File: src/rtl/bist_pkg.sv
// Shared types and constants for the full-adder BIST controller.
package bist_pkg;

  typedef enum logic [1:0] {
    ST_IDLE = 2'd0,
    ST_RUN  = 2'd1,
    ST_DONE = 2'd2
  } state_e;

  localparam logic [2:0]  LFSR_SEED   = 3'b001;
  localparam int unsigned NUM_VECTORS = 8;
  localparam int unsigned FAIL_CNT_W  = 4;

  // Maximal-length 3-bit LFSR step; never reaches 3'b000 on its own.
  function automatic logic [2:0] lfsr_next(input logic [2:0] p);
    return {p[0] ^ p[2], p[2:1]};
  endfunction

endpackage

File: src/rtl/bist_golden.sv
// Reference full-adder producing the expected sum/carry for a pattern {A,B,Cin}.
module bist_golden (
  input  logic [2:0] pattern,
  output logic       exp_sum,
  output logic       exp_carry
);

  logic a, b, cin;

  always_comb begin
    {a, b, cin} = pattern;
    exp_sum     = a ^ b ^ cin;
    exp_carry   = (a & b) | (a & cin) | (b & cin);
  end

endmodule

File: src/rtl/bist_ctrl.sv
// BIST sequencer for an external full-adder CUT: drives LFSR patterns plus the
// all-zero vector, compares against bist_golden and accumulates results.
module bist_ctrl
  import bist_pkg::*;
#(
  parameter int unsigned NUM_VECTORS = bist_pkg::NUM_VECTORS
) (
  input  logic                  clk,
  input  logic                  rst,
  input  logic                  start,
  input  logic                  abort,
  input  logic                  dut_sum,
  input  logic                  dut_carry,
  output logic [2:0]            pattern,
  output logic                  busy,
  output logic                  done,
  output logic                  pass,
  output logic                  fault,
  output logic [FAIL_CNT_W-1:0] fail_count,
  output logic [2:0]            first_fail,
  output logic                  first_fail_vld
);

  localparam logic [FAIL_CNT_W-1:0] LAST_IDX = FAIL_CNT_W'(NUM_VECTORS - 1);
  localparam logic [FAIL_CNT_W-1:0] FC_MAX   = FAIL_CNT_W'(NUM_VECTORS);

  state_e                state_q, state_d;
  logic [2:0]            lfsr_q, lfsr_d;
  logic [FAIL_CNT_W-1:0] vec_q, vec_d;
  logic [FAIL_CNT_W-1:0] fc_q, fc_d;
  logic [2:0]            ff_q, ff_d;
  logic                  ffv_q, ffv_d;
  logic                  fault_q, fault_d;
  logic                  exp_sum, exp_carry;
  logic                  mismatch;

  bist_golden u_golden (
    .pattern   (pattern),
    .exp_sum   (exp_sum),
    .exp_carry (exp_carry)
  );

  // The final vector of a run is forced to zero since the LFSR cannot produce it.
  always_comb begin
    pattern = LFSR_SEED;
    if (state_q == ST_RUN) begin
      pattern = (vec_q == LAST_IDX) ? 3'b000 : lfsr_q;
    end
  end

  assign mismatch = ({dut_sum, dut_carry} != {exp_sum, exp_carry});

  always_comb begin
    state_d = state_q;
    lfsr_d  = lfsr_q;
    vec_d   = vec_q;
    fc_d    = fc_q;
    ff_d    = ff_q;
    ffv_d   = ffv_q;
    fault_d = 1'b0;
    unique case (state_q)
      ST_RUN: begin
        if (abort) begin
          state_d = ST_IDLE;
        end else begin
          lfsr_d = lfsr_next(lfsr_q);
          vec_d  = vec_q + FAIL_CNT_W'(1);
          if (mismatch) begin
            fault_d = 1'b1;
            if (fc_q != FC_MAX) fc_d = fc_q + FAIL_CNT_W'(1);
            if (!ffv_q) begin
              ff_d  = pattern;
              ffv_d = 1'b1;
            end
          end
          if (vec_q == LAST_IDX) state_d = ST_DONE;
        end
      end
      default: begin
        if (abort) begin
          state_d = ST_IDLE;
        end else if (start) begin
          state_d = ST_RUN;
          lfsr_d  = LFSR_SEED;
          vec_d   = '0;
          fc_d    = '0;
          ffv_d   = 1'b0;
        end
      end
    endcase
  end

  always_ff @(posedge clk) begin
    if (rst) begin
      state_q <= ST_IDLE;
      lfsr_q  <= LFSR_SEED;
      vec_q   <= '0;
      fc_q    <= '0;
      ff_q    <= '0;
      ffv_q   <= 1'b0;
      fault_q <= 1'b0;
    end else begin
      state_q <= state_d;
      lfsr_q  <= lfsr_d;
      vec_q   <= vec_d;
      fc_q    <= fc_d;
      ff_q    <= ff_d;
      ffv_q   <= ffv_d;
      fault_q <= fault_d;
    end
  end

  assign busy           = (state_q == ST_RUN);
  assign done           = (state_q == ST_DONE);
  assign pass           = done && (fc_q == '0);
  assign fault          = fault_q;
  assign fail_count     = fc_q;
  assign first_fail     = ff_q;
  assign first_fail_vld = ffv_q;

endmodule

File: config.mk
export PLATFORM = sky130hd
export DESIGN_NAME = bist_ctrl
export DESIGN_NICKNAME = d
export VERILOG_FILES = /design/src/rtl/bist_pkg.sv /design/src/rtl/bist_golden.sv /design/src/rtl/bist_ctrl.sv
export SDC_FILE = /design/constraint.sdc
export NUM_CORES = 1
export LEC_CHECK = 0
export ABC_AREA = 1
export BUFFER_PORTS_ARGS = -buffer_cell sky130_fd_sc_hd__buf_2
export CAP_MARGIN = 40
export CORE_MARGIN = 2
export CORE_UTILIZATION = 45
export CTS_CLUSTER_SIZE = 24
export DETAILED_ROUTE_END_ITERATION = 16
export PLACE_DENSITY = 0.68
export SKIP_CTS_REPAIR_TIMING = 1
export SLEW_MARGIN = 20
export SYNTH_ARGS = -nofsm -noshare
export SYNTH_HDL_FRONTEND = slang
export SYNTH_SLANG_ARGS = --single-unit
export TNS_END_PERCENT = 50
File: constraint.sdc
create_clock -name clk -period 3.6 [get_ports clk]
set_input_delay 0.36 -clock clk [delete_from_list [all_inputs] [get_ports clk]]
set_output_delay 0.36 -clock clk [all_outputs]
set_load 0.005 [all_outputs]
==> results of run 1 <==
[routing by layer]
metal | routed length, microns | GRT usage, %
met4 | 19 | 6.76
met3 | 80 | 5.36
met5 | 0 | 0
met2 | 930 | 28.3
met1 | 961 | 22.7
[cell usage in the layout, fill, tap and decap left out]
cell type  Yosys  layout
nand4_1        1       1
o21ai_0        5       5
nand3_1       10      10
nor2_8         1       1
dfxtp_1       18      18
fa_1           1       1
a21oi_2        1       1
nand3_2        1       1
nand2_1       35      35
or2_2          1       1
buf_2          0      20
and3_1         1       1
inv_2          2       2
xor2_1         1       1
a21oi_4        1       1
a21oi_1       15      15
clkbuf_4       0       3
inv_1         26      26
ha_1           3       3
nand2_2        1       1
nor2_1        15      15
nand2_4        2       2
[cell families after synthesis]
family,count (synthesis)
simple gates,68
flops,18
compound gates,22
fa+ha+maj,4
buf+inv,29
xor+xnor,1
[power by group through the flow]
stage	Clock, W	Sequential, W	Combinational [W]
after floorplan	0	0.000213	0.0000283
after global placement	0	0.000213	0.0000408
after detailed placement	0	0.000213	0.0000418
after CTS	0.000102	0.000208	0.0000421
after global routing	0.000110	0.000209	0.0000480
final	0.0000970	0.000208	0.0000418
[cell type report]
type | count | area, sq um | share of cell area [%]
clock buffer | 3 | 22.5 | 2.00
inverter | 28 | 105 | 9.31
multi-input combinational | 95 | 507 | 44.9
sequential | 18 | 360 | 31.9
tap | 27 | 33.8 | 2.99
timing repair buffer | 20 | 100 | 8.87
[worst paths after layout]
path                                      end  slack [ns]  startpoint
worst max-delay path            first_fail[1]        1.29    vec_q[0]
worst min-delay path               state_q[1]        0.38       abort
worst max register to register  first_fail[1]        1.29    vec_q[0]
worst min register to register       vec_q[3]        0.47    vec_q[3]
[worst min-delay path, delay by kind of cell]
kind / cells / cell delay (ns)
and+or+nand+nor: 1 / 0.05
buffers and inverters: 1 / 0.09
AOI/OAI and AO/OA: 2 / 0.11
[synthesized netlist by cell type (2+ instances only)]
cell	instances	area, sq um
a21oi_1	15	75.1
dfxtp_1	18	360
nand3_1	10	50.1
nor2_1	15	56.3
inv_1	26	97.6
nand2_4	2	22.5
ha_1	3	37.5
nand2_1	35	131
inv_2	2	7.51
o21ai_0	5	25.0
[flip-flops by register name (all words and copies together), names as in the netlist]
| signal | count |
|---|---|
| fault | 1 |
| state_q | 2 |
| lfsr_q | 3 |
| first_fail | 3 |
| first_fail_vld | 1 |
| fail_count | 4 |
| vec_q | 4 |
[per-stage QoR]
step                std cells  instance area (sq um)  setup WS, ns  util (%)
detailed placement        188                   1110          1.30      55.3
global placement          188                   1110          1.38      55.3
global route              191                   1130          1.03      56.4
finish                    191                   1130          1.29      56.4
CTS                       191                   1130          1.27      56.4
floorplan                 142                    976          1.53         -
==> impl_metrics.env, run 1 <==
export IMPL_outcome="finished clean"
export IMPL_setup_viol=0
export IMPL_syn_avg_cell_area_sq_um=6.87
export IMPL_synth_xor_area_share_pct=0.897
export IMPL_synthFlopType="dfxtp_1"
export IMPL_synthArstFlopShare_pct=0
export IMPL_die_h_microns=50.6
export IMPL_path_class="reg2reg"
export IMPL_die_x_microns=50.6
export IMPL_critical_path_max_fanout=5
export IMPL_clk_pin_slew_ns=0.10
export IMPL_synth_simple_area_share_pct=32.3
export IMPL_ir_worst_vdd_v=0.000249
export IMPL_cpLargestDelayFamily="simple AND/OR/NAND/NOR gates"
export IMPL_grt_first_pass_wirelength_microns=3440
export IMPL_synth_top_family_by_area="simple AND/OR/NAND/NOR gates"
export IMPL_cpPeakStageDelay_ns=0.55
export IMPL_rows=16
export IMPL_nets=176
export IMPL_hold_viol=0
export IMPL_ant_nets=0
export IMPL_grt_pass1_vias=796
export IMPL_synth_nets=152
export IMPL_synthAdderAreaFrac_pct=5.90
export IMPL_crit_buf_inv=2
export IMPL_initialDrtViolationCount=32
export IMPL_worst_pin_slew_ns=0.252
export IMPL_core_sq_um=2000
export IMPL_gp_congestion=0.814
export IMPL_fill_cells=208
export IMPL_crit_arrival_ns=2.54
export IMPL_grt_max_degree=12
export IMPL_ios=21
export IMPL_drc=0
export IMPL_clock_sinks=18
export IMPL_ys_seq_area_share_pct=36.9
export IMPL_insertion_delay_ns=0.29
export IMPL_crit_top_cell="nand2_1"
export IMPL_clockBufferDepth=2
export IMPL_synthToLayoutAreaGrowth_pct=15.6
export IMPL_drive_above_1_share_pct=20.1
export IMPL_p_switching_w=0.0000896
export IMPL_synthMuxAreaShare_pct=0
export IMPL_hpwl_microns=1540
export IMPL_p_per_area_nw_per_um2=307
export IMPL_hp_class="in2reg"
export IMPL_path_depth=14
export IMPL_startpoint_type="flip-flop"
export IMPL_setup_tns_ns=0
export IMPL_grt_total_usage_pct=17.8
export IMPL_reg2reg_depth=14
export IMPL_diodes=0
export IMPL_numPortBuffers=20
export IMPL_worst_slew_margin_rel_pct=83.1
export IMPL_clockPowerShare_pct=27.9
export IMPL_final_max_slew_viol_count=0
export IMPL_cts_tree="built"
export IMPL_synth_area_sq_um=976
export IMPL_synth_warnings=0
export IMPL_synth_seq_cells=18
export IMPL_power_leakage_nw=0.561
export IMPL_pwr_share_comb_pct=12.0
export IMPL_synthDistinctLibCells=21
export IMPL_setup_worst_path_end_class="flip-flop"
export IMPL_via_count=923
export IMPL_cp_slowest_cell="fa_1"
export IMPL_min_period_ns=2.31
export IMPL_switching_share_pct=25.8
export IMPL_antenna_found_initial=0
export IMPL_drt_pass1_iter_count=4
export IMPL_cts_root_buf="clkbuf_4"
export IMPL_drt_wirelength_per_cell_microns=10.4
export IMPL_wl_microns=1990
export IMPL_viasPerCell=4.83
export IMPL_syn_instance_count=142
export IMPL_hold_depth=4
export IMPL_seq_power_share_pct=60.0
export IMPL_maxCapViolCount=0
export IMPL_fin_hold_ws_ns=0.377
export IMPL_synth_edf_count=0
export IMPL_start_util_pct=48.8
export IMPL_finalPower_w=0.000347
export IMPL_timing_critical_path_cells="ha_1 > nand3_1 > nand2_1 > inv_1 > nand2_1 > fa_1 > inv_1 > nand2_1 > nand2_1 > a21oi_4 > nand2_4 > nand2_1 > nand2_1 > nor2_1"
export IMPL_synth_compound_gate_area_share_pct=12.8
export IMPL_required_ns=3.84
export IMPL_clock_skew_ns=0.00601
export IMPL_gr_total_overflow=0
export IMPL_dieArea_sq_um=2560
export IMPL_rsz0062_at_grt="no"
export IMPL_internal_power_w=0.000257
export IMPL_period_share_pct=64.1
export IMPL_numCtsBuffers=3
export IMPL_htree_num_levels=1
export IMPL_fmax_ghz=0.433
No activity file was read; power rests on OpenSTA's default activity.
==> run 2, diff against run 1 <==
Settings changed: PLACE_DENSITY 0.68 to 0.71.
Clock period 3.6 ns to 1.9 ns, I/O delays scaled along.
==> run 2 against run 1 <==
The run now ends with setup timing left. Via count up 5.9%. Largest power group unchanged. Design area rose by 15%. Largest cell class unchanged. Total power up 110%. Critical endpoint is now first_fail[0]. Flip-flop and latch count did not move.
==> impl_metrics.env, run 2 (same netlist as run 1, synthesis figures left out) <==
export IMPL_violations="setup timing"
export IMPL_gp_congestion=0.752
export IMPL_ir_worst_vdd_v=0.000383
export IMPL_drt_pass1_iter_count=4
export IMPL_grt_max_degree=12
export IMPL_grt_first_pass_wirelength_microns=3730
export IMPL_reg2reg_depth=13
export IMPL_drt_wirelength_per_cell_microns=10.5
export IMPL_clk_pin_slew_ns=0.11
export IMPL_internal_power_w=0.000540
export IMPL_cp_slowest_cell="fa_1"
export IMPL_setup_tns_ns=-0.544
export IMPL_hpwl_microns=1680
export IMPL_cts_root_buf="clkbuf_4"
export IMPL_cpLargestDelayFamily="adder cells"
export IMPL_pwr_share_comb_pct=12.9
export IMPL_final_max_slew_viol_count=0
export IMPL_crit_arrival_ns=2.22
export IMPL_crit_top_cell="nand2_4"
export IMPL_required_ns=2.10
export IMPL_wl_microns=2150
export IMPL_power_leakage_nw=0.640
export IMPL_min_period_ns=2.02
export IMPL_grt_total_usage_pct=18.8
export IMPL_fmax_ghz=0.494
export IMPL_setup_worst_path_end_class="flip-flop"
export IMPL_hp_class="in2reg"
export IMPL_die_h_microns=50.6
export IMPL_ios=21
export IMPL_nets=188
export IMPL_worst_pin_slew_ns=0.284
export IMPL_switching_share_pct=26.1
export IMPL_worst_slew_margin_rel_pct=81.0
export IMPL_antenna_found_initial=0
export IMPL_clock_sinks=18
export IMPL_startpoint_type="flip-flop"
export IMPL_critical_path_max_fanout=5
export IMPL_via_count=977
export IMPL_worst_slack_ns=-0.123
export IMPL_rsz0062_at_grt="yes"
export IMPL_cpPeakStageDelay_ns=0.52
export IMPL_rows=16
export IMPL_clockBufferDepth=2
export IMPL_initialDrtViolationCount=25
export IMPL_layout_commonest_cell="nand2_1"
export IMPL_drc=0
export IMPL_maxCapViolCount=0
export IMPL_core_sq_um=2000
export IMPL_diodes=0
export IMPL_path_depth=13
export IMPL_clock_skew_ns=0.00466
export IMPL_dieArea_sq_um=2560
export IMPL_p_switching_w=0.000191
export IMPL_drive_above_1_share_pct=33.9
export IMPL_crit_buf_inv=2
export IMPL_synthToLayoutAreaGrowth_pct=32.4
export IMPL_htree_num_levels=1
export IMPL_numCtsBuffers=3
export IMPL_clockPowerShare_pct=33.0
export IMPL_start_util_pct=48.8
export IMPL_seq_power_share_pct=54.1
export IMPL_insertion_delay_ns=0.29
export IMPL_grt_pass1_vias=882
export IMPL_hold_viol=0
export IMPL_numPortBuffers=20
export IMPL_die_x_microns=50.6
export IMPL_hold_depth=4
export IMPL_timing_critical_path_cells="ha_4 > nand3_4 > nand2_4 > inv_4 > nand2_4 > fa_1 > inv_1 > nand2_2 > nand2_2 > a21oi_4 > nand2_4 > nor2_1 > nor2_1"
export IMPL_p_per_area_nw_per_um2=566
export IMPL_cts_tree="built"
export IMPL_gr_total_overflow=0
export IMPL_ant_nets=0
export IMPL_viasPerCell=4.79
export IMPL_layout_common_cells="nand2_1, inv_1, buf_2"
export IMPL_setup_viol=8
export IMPL_path_class="reg2reg"
export IMPL_outcome="complete, but fails checks"
export IMPL_fin_util_pct=64.6
export IMPL_period_share_pct=106
run 2: per-stage QoR:
step	std cells	instance area (sq um)	total power (W)	hold slack, ns	setup WS, ns
after floorplan	142	1020	0.000459	0.364	-0.000926
after global placement	199	1230	0.000491	0.453	-0.0421
after detailed placement	199	1230	0.000493	0.464	-0.0960
after CTS	203	1260	0.000729	0.186	-0.114
after global routing	204	1290	0.000761	0.207	-0.249
final	204	1290	0.000731	0.179	-0.123
run 2: final timing paths:
check	start	end	slack (ns)
min reg2reg	vec_q[3]	vec_q[3]	0.47
min	abort	state_q[0]	0.18
max reg2reg	vec_q[0]	first_fail[0]	-0.12
max	vec_q[0]	first_fail[0]	-0.12
run 2: worst min-delay path, delay by kind of cell:
kind / cells / cell delay, ns
AOI/OAI and AO/OA: 2 / 0.10
and+or+nand+nor: 1 / 0.05
buffers and inverters: 1 / 0.09
run 2: routing by layer:
metal  GRT usage (%)  vias to the layer above  routed length [microns]
met3            3.27                        2                      104
met1            25.6                      437                     1020
met4            5.41                        0                       15
met2            30.5                       25                     1010
met5               0                        -                        0
li1                -                      513                        -
run 2: power groups by stage:
stage / combinational [W] / sequential [W] / clock (W)
2_1_floorplan: 0.0000557 / 0.000404 / 0
3_3_place_gp: 0.0000873 / 0.000404 / 0
3_5_place_dp: 0.0000891 / 0.000404 / 0
4_1_cts: 0.0000893 / 0.000395 / 0.000245
5_1_grt: 0.000108 / 0.000397 / 0.000256
6_report: 0.0000947 / 0.000395 / 0.000241
run 2: final cells by class:
cell class / instances / area (sq um)
well taps: 27 / 33.8
fillers: 181 / 709
repair buffers: 32 / 190
multi-input cells: 95 / 562
clock buffers: 4 / 36.3
flip-flops and latches: 18 / 363
inverters: 28 / 108
